`src/rtl/mem_arbiter.sv`:
```
// mem_arbiter: two-port round-robin arbiter/sequencer in front of one
// single-port asynchronous memory (1024 x 32, word index = address[11:2]).
// Port 0 is instruction fetch, port 1 is data load/store.
// Optional statistics counters are built when MEM_ARB_STATS_EN is defined.
module mem_arbiter #(
    parameter int WAIT_CYCLES = 2
`ifdef MEM_ARB_STATS_EN
    ,
    parameter int CNT_W = 16
`endif
) (
    input  logic        clk,
    input  logic        reset,
    input  logic        req0,
    input  logic        req1,
    input  logic        we0,
    input  logic        we1,
    input  logic [31:0] addr0,
    input  logic [31:0] addr1,
    input  logic [31:0] wdata0,
    input  logic [31:0] wdata1,
    output logic        ack0,
    output logic        ack1,
    output logic [31:0] rdata0,
    output logic [31:0] rdata1,
    output logic        mem_read,
    output logic        mem_write,
    output logic [31:0] mem_address,
    output logic [31:0] mem_write_data,
    input  logic [31:0] mem_read_data
`ifdef MEM_ARB_STATS_EN
    ,
    output logic [CNT_W-1:0] grant_cnt0,
    output logic [CNT_W-1:0] grant_cnt1,
    output logic [CNT_W-1:0] conflict_cnt
`endif
);

    localparam int WC_W = $clog2(WAIT_CYCLES + 1);
    localparam logic [WC_W-1:0] WAIT_LOAD = WC_W'(WAIT_CYCLES);
    localparam logic [WC_W-1:0] CNT_ONE   = WC_W'(1);

    typedef enum logic [1:0] {
        ST_IDLE   = 2'd0,
        ST_ACCESS = 2'd1,
        ST_DONE   = 2'd2
    } state_t;

    state_t            state_r;
    state_t            state_s;
    logic              last_grant_r;
    logic              grant_r;
    logic              we_r;
    logic [31:0]       addr_r;
    logic [31:0]       wdata_r;
    logic [WC_W-1:0]   wait_cnt_r;
    logic [31:0]       rdata0_r;
    logic [31:0]       rdata1_r;

    logic              req_any_s;
    logic              grant_s;
    logic              sel_we_s;
    logic [31:0]       sel_addr_s;
    logic [31:0]       sel_wdata_s;
    logic              last_read_s;

    logic              mem_read_s;
    logic              mem_write_s;
    logic [31:0]       mem_address_s;
    logic [31:0]       mem_write_data_s;
    logic              ack0_s;
    logic              ack1_s;

    assign req_any_s   = req0 | req1;
    assign last_read_s = (state_r == ST_ACCESS) && (wait_cnt_r == CNT_ONE) && !we_r;

    // Pick the port to grant: a lone requester wins, a tie goes to the port not served last.
    always_comb begin
        grant_s = last_grant_r;
        if (req0 && !req1) begin
            grant_s = 1'b0;
        end else if (req1 && !req0) begin
            grant_s = 1'b1;
        end else if (req0 && req1) begin
            grant_s = ~last_grant_r;
        end else begin
            grant_s = last_grant_r;
        end
    end

    // Mux the request fields of the winning port so they can be latched at grant.
    always_comb begin
        sel_we_s    = 1'b0;
        sel_addr_s  = 32'd0;
        sel_wdata_s = 32'd0;
        if (grant_s) begin
            sel_we_s    = we1;
            sel_addr_s  = addr1;
            sel_wdata_s = wdata1;
        end else begin
            sel_we_s    = we0;
            sel_addr_s  = addr0;
            sel_wdata_s = wdata0;
        end
    end

    // FSM state register.
    always_ff @(posedge clk or posedge reset) begin
        if (reset) begin
            state_r <= ST_IDLE;
        end else begin
            state_r <= state_s;
        end
    end

    // FSM next-state logic: reads stay in ACCESS for WAIT_CYCLES cycles, writes for one.
    always_comb begin
        state_s = state_r;
        case (state_r)
            ST_IDLE: begin
                if (req_any_s) begin
                    state_s = ST_ACCESS;
                end else begin
                    state_s = ST_IDLE;
                end
            end
            ST_ACCESS: begin
                if (wait_cnt_r == CNT_ONE) begin
                    state_s = ST_DONE;
                end else begin
                    state_s = ST_ACCESS;
                end
            end
            ST_DONE: begin
                state_s = ST_IDLE;
            end
            default: begin
                state_s = ST_IDLE;
            end
        endcase
    end

    // Latch the granted request and run the access-length counter; fields are frozen after grant.
    always_ff @(posedge clk or posedge reset) begin
        if (reset) begin
            last_grant_r <= 1'b1;
            grant_r      <= 1'b0;
            we_r         <= 1'b0;
            addr_r       <= 32'd0;
            wdata_r      <= 32'd0;
            wait_cnt_r   <= '0;
        end else if ((state_r == ST_IDLE) && req_any_s) begin
            last_grant_r <= grant_s;
            grant_r      <= grant_s;
            we_r         <= sel_we_s;
            addr_r       <= sel_addr_s;
            wdata_r      <= sel_wdata_s;
            wait_cnt_r   <= sel_we_s ? CNT_ONE : WAIT_LOAD;
        end else if (state_r == ST_ACCESS) begin
            wait_cnt_r   <= wait_cnt_r - CNT_ONE;
        end
    end

    // Capture memory read data into the granted port's register on the last ACCESS edge.
    always_ff @(posedge clk or posedge reset) begin
        if (reset) begin
            rdata0_r <= 32'd0;
            rdata1_r <= 32'd0;
        end else if (last_read_s) begin
            if (grant_r) begin
                rdata1_r <= mem_read_data;
            end else begin
                rdata0_r <= mem_read_data;
            end
        end
    end

    // FSM output decode from registered state; memory bus idles at zero outside ACCESS.
    always_comb begin
        mem_read_s       = 1'b0;
        mem_write_s      = 1'b0;
        mem_address_s    = 32'd0;
        mem_write_data_s = 32'd0;
        ack0_s           = 1'b0;
        ack1_s           = 1'b0;
        case (state_r)
            ST_ACCESS: begin
                mem_read_s       = ~we_r;
                mem_write_s      = we_r;
                mem_address_s    = addr_r;
                mem_write_data_s = we_r ? wdata_r : 32'd0;
            end
            ST_DONE: begin
                ack0_s = ~grant_r;
                ack1_s = grant_r;
            end
            default: begin
                mem_read_s = 1'b0;
            end
        endcase
    end

    assign mem_read       = mem_read_s;
    assign mem_write      = mem_write_s;
    assign mem_address    = mem_address_s;
    assign mem_write_data = mem_write_data_s;
    assign ack0           = ack0_s;
    assign ack1           = ack1_s;
    assign rdata0         = rdata0_r;
    assign rdata1         = rdata1_r;

`ifdef MEM_ARB_STATS_EN
    logic [CNT_W-1:0] grant_cnt0_r;
    logic [CNT_W-1:0] grant_cnt1_r;
    logic [CNT_W-1:0] conflict_cnt_r;

    function automatic logic [CNT_W-1:0] sat_inc(input logic [CNT_W-1:0] v);
        return (&v) ? v : v + CNT_W'(1);
    endfunction

    // Saturating grant and conflict statistics, sampled on IDLE edges.
    always_ff @(posedge clk or posedge reset) begin
        if (reset) begin
            grant_cnt0_r   <= '0;
            grant_cnt1_r   <= '0;
            conflict_cnt_r <= '0;
        end else if (state_r == ST_IDLE) begin
            if (req_any_s && grant_s) begin
                grant_cnt1_r <= sat_inc(grant_cnt1_r);
            end else if (req_any_s) begin
                grant_cnt0_r <= sat_inc(grant_cnt0_r);
            end
            if (req0 && req1) begin
                conflict_cnt_r <= sat_inc(conflict_cnt_r);
            end
        end
    end

    assign grant_cnt0   = grant_cnt0_r;
    assign grant_cnt1   = grant_cnt1_r;
    assign conflict_cnt = conflict_cnt_r;
`endif

endmodule

```
`config.mk`:
```
export PLATFORM = sky130hd
export DESIGN_NAME = mem_arbiter
export DESIGN_NICKNAME = d
export VERILOG_FILES = /design/src/rtl/mem_arbiter.sv
export SDC_FILE = /design/constraint.sdc
export NUM_CORES = 1
export LEC_CHECK = 0
export CORE_ASPECT_RATIO = 1.25
export CORE_MARGIN = 8
export CORE_UTILIZATION = 60
export CTS_CLUSTER_DIAMETER = 40
export DETAILED_ROUTE_END_ITERATION = 6
export DONT_BUFFER_PORTS = 1
export PLACE_DENSITY = 0.85
export SLEW_MARGIN = 20
export SYNTH_ARGS = -nofsm -noshare
export SYNTH_HDL_FRONTEND = slang
export SYNTH_SLANG_ARGS = --single-unit
```
`constraint.sdc`:
```
create_clock -name clk -period 12.15 [get_ports clk]
set_input_delay 2.43 -clock clk [delete_from_list [all_inputs] [get_ports clk]]
set_output_delay 2.43 -clock clk [all_outputs]
set_load 0.02 [all_outputs]
```
==> results.cfg, run 1 <==
[critical_path]
cpMaxStageDelayCell = and2b_2
crit_family = simple AND/OR/NAND/NOR gates
cp.depth = 2
required_ns = 9.72
cp_max_fo = 68
crit_chain = and2b_2 -> and3_1
startpoint_type = flop
crit_path_end_kind = output port
slowest_delay_ns = 0.93
r2r_end = rdata1[25]$_DFFE_PP0P_
path_buf_inv = 0
crit_type = reg -> out
r2r_cells = 3
r2r_slack_ns = 9.48
worstPathArrival_ns = 2.26
r2r_start = state_r[1]$_DFF_PP0_

[clock_network]
tritoncts = yes
clockRootBuffer = clkbuf_16
clk_pin_slew_ns = 0.06
cts_buffer_depth = 2
cts_sinks = 135
cts_resized = 0
post_cts_buffers = 0
hold_buffers = 0
cts-buffers-inserted = 17
clk_latency_ns = 0.41
cts_max_level = 4

[floorplanning]
dieWidth_um = 108
start_util_pct = 61.0
core_um2 = 10500
rows = 42
die_area_um2 = 14300
boundaryPins = 298
die_y_um = 132

[global_routing]
first_global_vias = 5112
grt_start_max_net_pins = 87
track_usage_pct = 25.2
grt_pass1_wl_um = 28400
grt_overflow = 0
antenna_found_initial = 0

[layout]
finish.utilization_pct = 66.4
nFillCells = 775
multi_input_area_um2 = 2770
instances_no_fill = 721
fin_nets = 743
drive_above_1_share_pct = 19.5
diodes = 0
regArea_um2 = 3380
areaGrowthSynthToFinish_pct = 8.90

[route]
wl_um = 18400
ant_nets = 0
drcViolationCount = 0
vias = 4930
via_per_inst = 6.84
drt-initial-drc-count = 392
dr.pass1.iters = 7
routedWlPerCell_um = 25.6

[power_and_ir_drop]
internal_power_w = 0.00131
swShare_pct = 45.9
power_w = 0.00242
ir_drop_uv = 282
power_switching_w = 0.00111
power_leakage_nw = 2.88
cellPowerDensity_nw_per_um2 = 346
pwr-share-comb_pct = 37.1
clock_power_share_pct = 21.5
pwr-share-seq_pct = 41.4

[synth]
synth-async-reset-ratio_pct = 100
syn_inst = 620
syn_area_um2 = 6410
synth_ff_type = dfrtp_1
synth_edf_count = 0
syn_nets = 787
yosysWarnings = 0
synthDistinctLibCells = 31
ys_seq_area_share_pct = 52.7
syn-mean-instance-area_um2 = 10.3
ys_seq_elements = 135

[place]
hpwl_um = 12600
routabilityCongestion = 0.822
numPlacedInstances = 688
port_buffers = 0

[sta]
layout_worst_path_cycle_share_pct = 38.6
tightest_slew_ns = 1.07
max_freq_mhz = 213
period_minus_slack_ns = 4.69
setup_viol = 0
relSlewSlack_pct = 28.7
slew_viol_final = 0
hold_violations = 0
rsz0062_at_grt = false
fin_skew_ns = 0.00805
tns_ns = 0

[worst_hold_path]
hp-class = reg -> reg
hold_end = wdata_r[1]$_DFFE_PP0P_
worstHoldStart = wdata_r[1]$_DFFE_PP0P_
holdPathStages = 2

[flow_run]
drv_cap = 0

[status]
status = finished, final reports clean
-- power groups by stage --
stage / clock network (W) / registers, W / logic (W)
floorplan: 0 / 0.000923 / 0.000778
CTS: 0.000529 / 0.00100 / 0.000894
finish: 0.000521 / 0.00100 / 0.000897
global placement: 0 / 0.000988 / 0.000862
detailed placement: 0 / 0.00101 / 0.000893
global route: 0.000552 / 0.00103 / 0.000978
-- worst reg2reg max path: cells and delay by family (launching register included) --
kind	cells	cell delay, ns
AND/OR/NAND/NOR	2	1.57
multiplexers	1	0.52
flip-flops	1	0.48
-- stage by stage --
stage               hold slack [ns]  cell area [um^2]  worst slack [ns]
CTS                           0.549              6940              7.45
global route                  0.565              6980              7.31
floorplan                     0.506              6410              6.11
detailed placement            0.533              6340              7.81
global placement              0.522              6330              7.08
finish                        0.548              6980              7.46
-- Yosys cell counts (all sizes together) (2+ instances only) --
| master | count | area share, % |
|---|---|---|
| nand2 | 2 | 0.12 |
| mux2 | 66 | 12 |
| and2 | 37 | 3.6 |
| buf | 21 | 1.8 |
| and3 | 32 | 3.1 |
| inv | 2 | 0.12 |
| o21ai | 65 | 5.1 |
| a21oi | 65 | 5.1 |
| clkbuf | 46 | 2.7 |
| a31oi | 65 | 6.3 |
| dfrtp | 134 | 52 |
| nand3 | 65 | 5.1 |
| nor2 | 4 | 0.23 |
| or2 | 2 | 0.20 |
-- cell usage in the layout, fill, tap and decap left out, types with 3 or more instances in the layout --
cell type and n:
nand3_1 65, and3_1 32, a21oi_1 65, inv_6 7
clkbuf_16 17, mux2_2 66, inv_8 3, o21ai_0 65
a31oi_1 65, dfrtp_1 134, and2_1 35
-- worst max-delay path by stage --
stage / startpoint / endpoint / slack [ns]
after floorplan: reset / addr_r[0]$_DFFE_PP0P_ / 6.11
after global placement: req0 / grant_r$_DFFE_PP0P_ / 7.08
after detailed placement: req1 / grant_r$_DFFE_PP0P_ / 7.81
after CTS: state_r[1]$_DFF_PP0_ / mem_write_data[9] / 7.45
after global routing: state_r[1]$_DFF_PP0_ / mem_write_data[9] / 7.31
final: state_r[1]$_DFF_PP0_ / mem_write_data[4] / 7.46
-- logic make-up (layout without fill, tap and decap cells) --
family / Yosys count / after routing / synth area share (%)
mux: 66 / 66 / 11.6
buf+inv: 69 / 38 / 4.59
flops: 135 / 135 / 52.7
compound gates: 199 / 199 / 17.0
fa+ha+maj: 1 / 1 / 0.195
simple gates: 150 / 150 / 13.9
-- layout make-up --
cell class / count / area share, %
clock buffers: 17 / 6.09
flip-flops and latches: 135 / 48.4
well taps: 132 / 2.37
multi-input cells: 416 / 39.6
repair buffers: 4 / 0.771
inverters: 2 / 0.143
clock inverters: 15 / 2.56
-- per-layer routing --
| layer | share of wire [%] | track usage, % | vias up |
|---|---|---|---|
| li1 | - | - | 2179 |
| met4 | 2.8 | 9.46 | 0 |
| met3 | 13 | 10.9 | 43 |
| met2 | 49 | 40.4 | 327 |
| met5 | 0 | 0 | - |
| met1 | 35 | 28.8 | 2381 |
-- flip-flops by register name (all words and copies together), names as in the netlist --
signal / flops
addr_r: 32
grant_r: 1
last_grant_r: 1
rdata0: 32
rdata1: 32
state_r: 2
wait_cnt_r: 2
wdata_r: 32
we_r: 1
(Power assumes the default switching activity.)
==> inputs of run 2 (changes only) <==
Settings changed: CORE_UTILIZATION 60 to 57, PLACE_DENSITY 0.85 to 0.84.
Clock period 12.15 ns to 3.9 ns, I/O delays scaled along.
==> run 2 against run 1 <==
  * Critical path depth did not move
  * Non-clock buffer count up 2
  * Clock power grew to 3.1 times the previous value
  * Critical endpoint is now mem_address[16]
  * Largest power group unchanged
==> results.cfg, run 2 (synthesized netlist as in run 1, its figures left out) <==
[sta]
relSlewSlack_pct = 28.9
setup_viol = 0
hold_violations = 0
max_freq_mhz = 331
tightest_slew_ns = 1.07
layout_worst_path_cycle_share_pct = 77.4
fin_skew_ns = 0.00603
tns_ns = 0
whs_ns = 0.219
period_minus_slack_ns = 3.02
rsz0062_at_grt = false
slew_viol_final = 0

[place]
place_area_um2 = 6380
routabilityCongestion = 0.749
hpwl_um = 13000
port_buffers = 0

[clock_network]
cts_sinks = 135
cts_resized = 0
post_cts_buffers = 0
cts_max_level = 4
cts_buffer_depth = 2
cts-buffers-inserted = 17
clk_pin_slew_ns = 0.06
clockRootBuffer = clkbuf_16
hold_buffers = 0
tritoncts = yes
clk_latency_ns = 0.40

[route]
routedWlPerCell_um = 26.1
via_per_inst = 6.86
drcViolationCount = 0
dr.pass1.iters = 5
ant_nets = 0
wl_um = 18900
drt-initial-drc-count = 427
vias = 4983

[layout]
fin_area_um2 = 6980
final_common_cell = dfrtp_1
areaGrowthSynthToFinish_pct = 8.88
finish.utilization_pct = 63.3
fin_nets = 745
drive_above_1_share_pct = 19.6
mostFrequentLayoutCells = dfrtp_1 (134), mux2_2 (66)
diodes = 0

[power_and_ir_drop]
swShare_pct = 45.5
ir_drop_uv = 525
power_w = 0.00754
internal_power_w = 0.00411
clock_power_share_pct = 21.6
power_switching_w = 0.00343
cellPowerDensity_nw_per_um2 = 1080
pwr-share-seq_pct = 41.6
pwr-share-comb_pct = 36.9
power_leakage_nw = 2.88

[flow_run]
drv_cap = 0

[floorplanning]
die_y_um = 135
core_um2 = 11000
boundaryPins = 298
die_area_um2 = 14900
dieWidth_um = 111
start_util_pct = 58.1
rows = 43

[status]
status = finished, final reports clean

[critical_path]
cp_max_fo = 68
crit_family = simple AND/OR/NAND/NOR gates
startpoint_type = flop
worstPathArrival_ns = 2.24
slowest_delay_ns = 0.89
crit_chain = and2b_2 -> and2_1
path_buf_inv = 0
cpMaxStageDelayCell = and2b_2
required_ns = 3.12
crit_type = reg -> out
crit_path_end_kind = output port

[global_routing]
track_usage_pct = 24.4
grt_start_max_net_pins = 122
grt_pass1_wl_um = 29000
antenna_found_initial = 0
first_global_vias = 5090
grt_overflow = 0

[worst_hold_path]
hp-class = in -> async
==> run 2: final timing paths <==
path | from | endpoint | slack, ns | cells past startpoint
setup / recovery | state_r[0]$_DFF_PP0_ | mem_address[16] | 0.88 | 2
hold / removal | reset | addr_r[22]$_DFFE_PP0P_ | 0.22 | 1
setup reg to reg | state_r[0]$_DFF_PP0_ | rdata1[9]$_DFFE_PP0P_ | 1.24 | 3
hold reg to reg | addr_r[3]$_DFFE_PP0P_ | addr_r[3]$_DFFE_PP0P_ | 0.54 | 2
max in group asynchronous | reset | rdata0[22]$_DFFE_PP0P_ | 2.77 | 2
min in group clk | mem_read_data[18] | rdata1[18]$_DFFE_PP0P_ | 0.53 | 1
==> run 2: power by group through the flow <==
stage | Sequential (W) | Clock, W | Combinational (W)
after floorplan | 0.00288 | 0 | 0.00242
after global placement | 0.00310 | 0 | 0.00269
after detailed placement | 0.00314 | 0 | 0.00281
after CTS | 0.00313 | 0.00165 | 0.00280
after global routing | 0.00322 | 0.00172 | 0.00301
final | 0.00313 | 0.00163 | 0.00278
==> run 2: cell type report <==
| type | count | area, um^2 |
|---|---|---|
| timing repair buffer | 6 | 57.6 |
| sequential | 135 | 3380 |
| clock inverter | 14 | 173 |
| fill | 862 | 4050 |
| multi-input combinational | 416 | 2760 |
| tap | 135 | 169 |
| inverter | 2 | 11.3 |
| clock buffer | 18 | 429 |
==> run 2: metrics by stage <==
step / setup slack, ns / std cells
after global routing: 0.763 / 726
after detailed placement: 1.28 / 694
after global placement: 1.37 / 694
after floorplan: 1.44 / 620
after CTS: 0.897 / 726
final: 0.880 / 726
==> run 2: routing by layer <==
metal  vias up  part of all wire (%)  global-route usage, %
li1       2195                     -                      -
met1      2432                    39                   29.3
met2       325                    49                   39.8
met3        31                    10                   9.28
met4         0                   1.7                   7.22
met5         -                     0                      0
==> run 2: worst reg2reg max path: cells and delay by family (launching register included) <==
family        cells  cell delay [ns]
simple gates      2             1.53
mux               1             0.51
flops             1             0.50
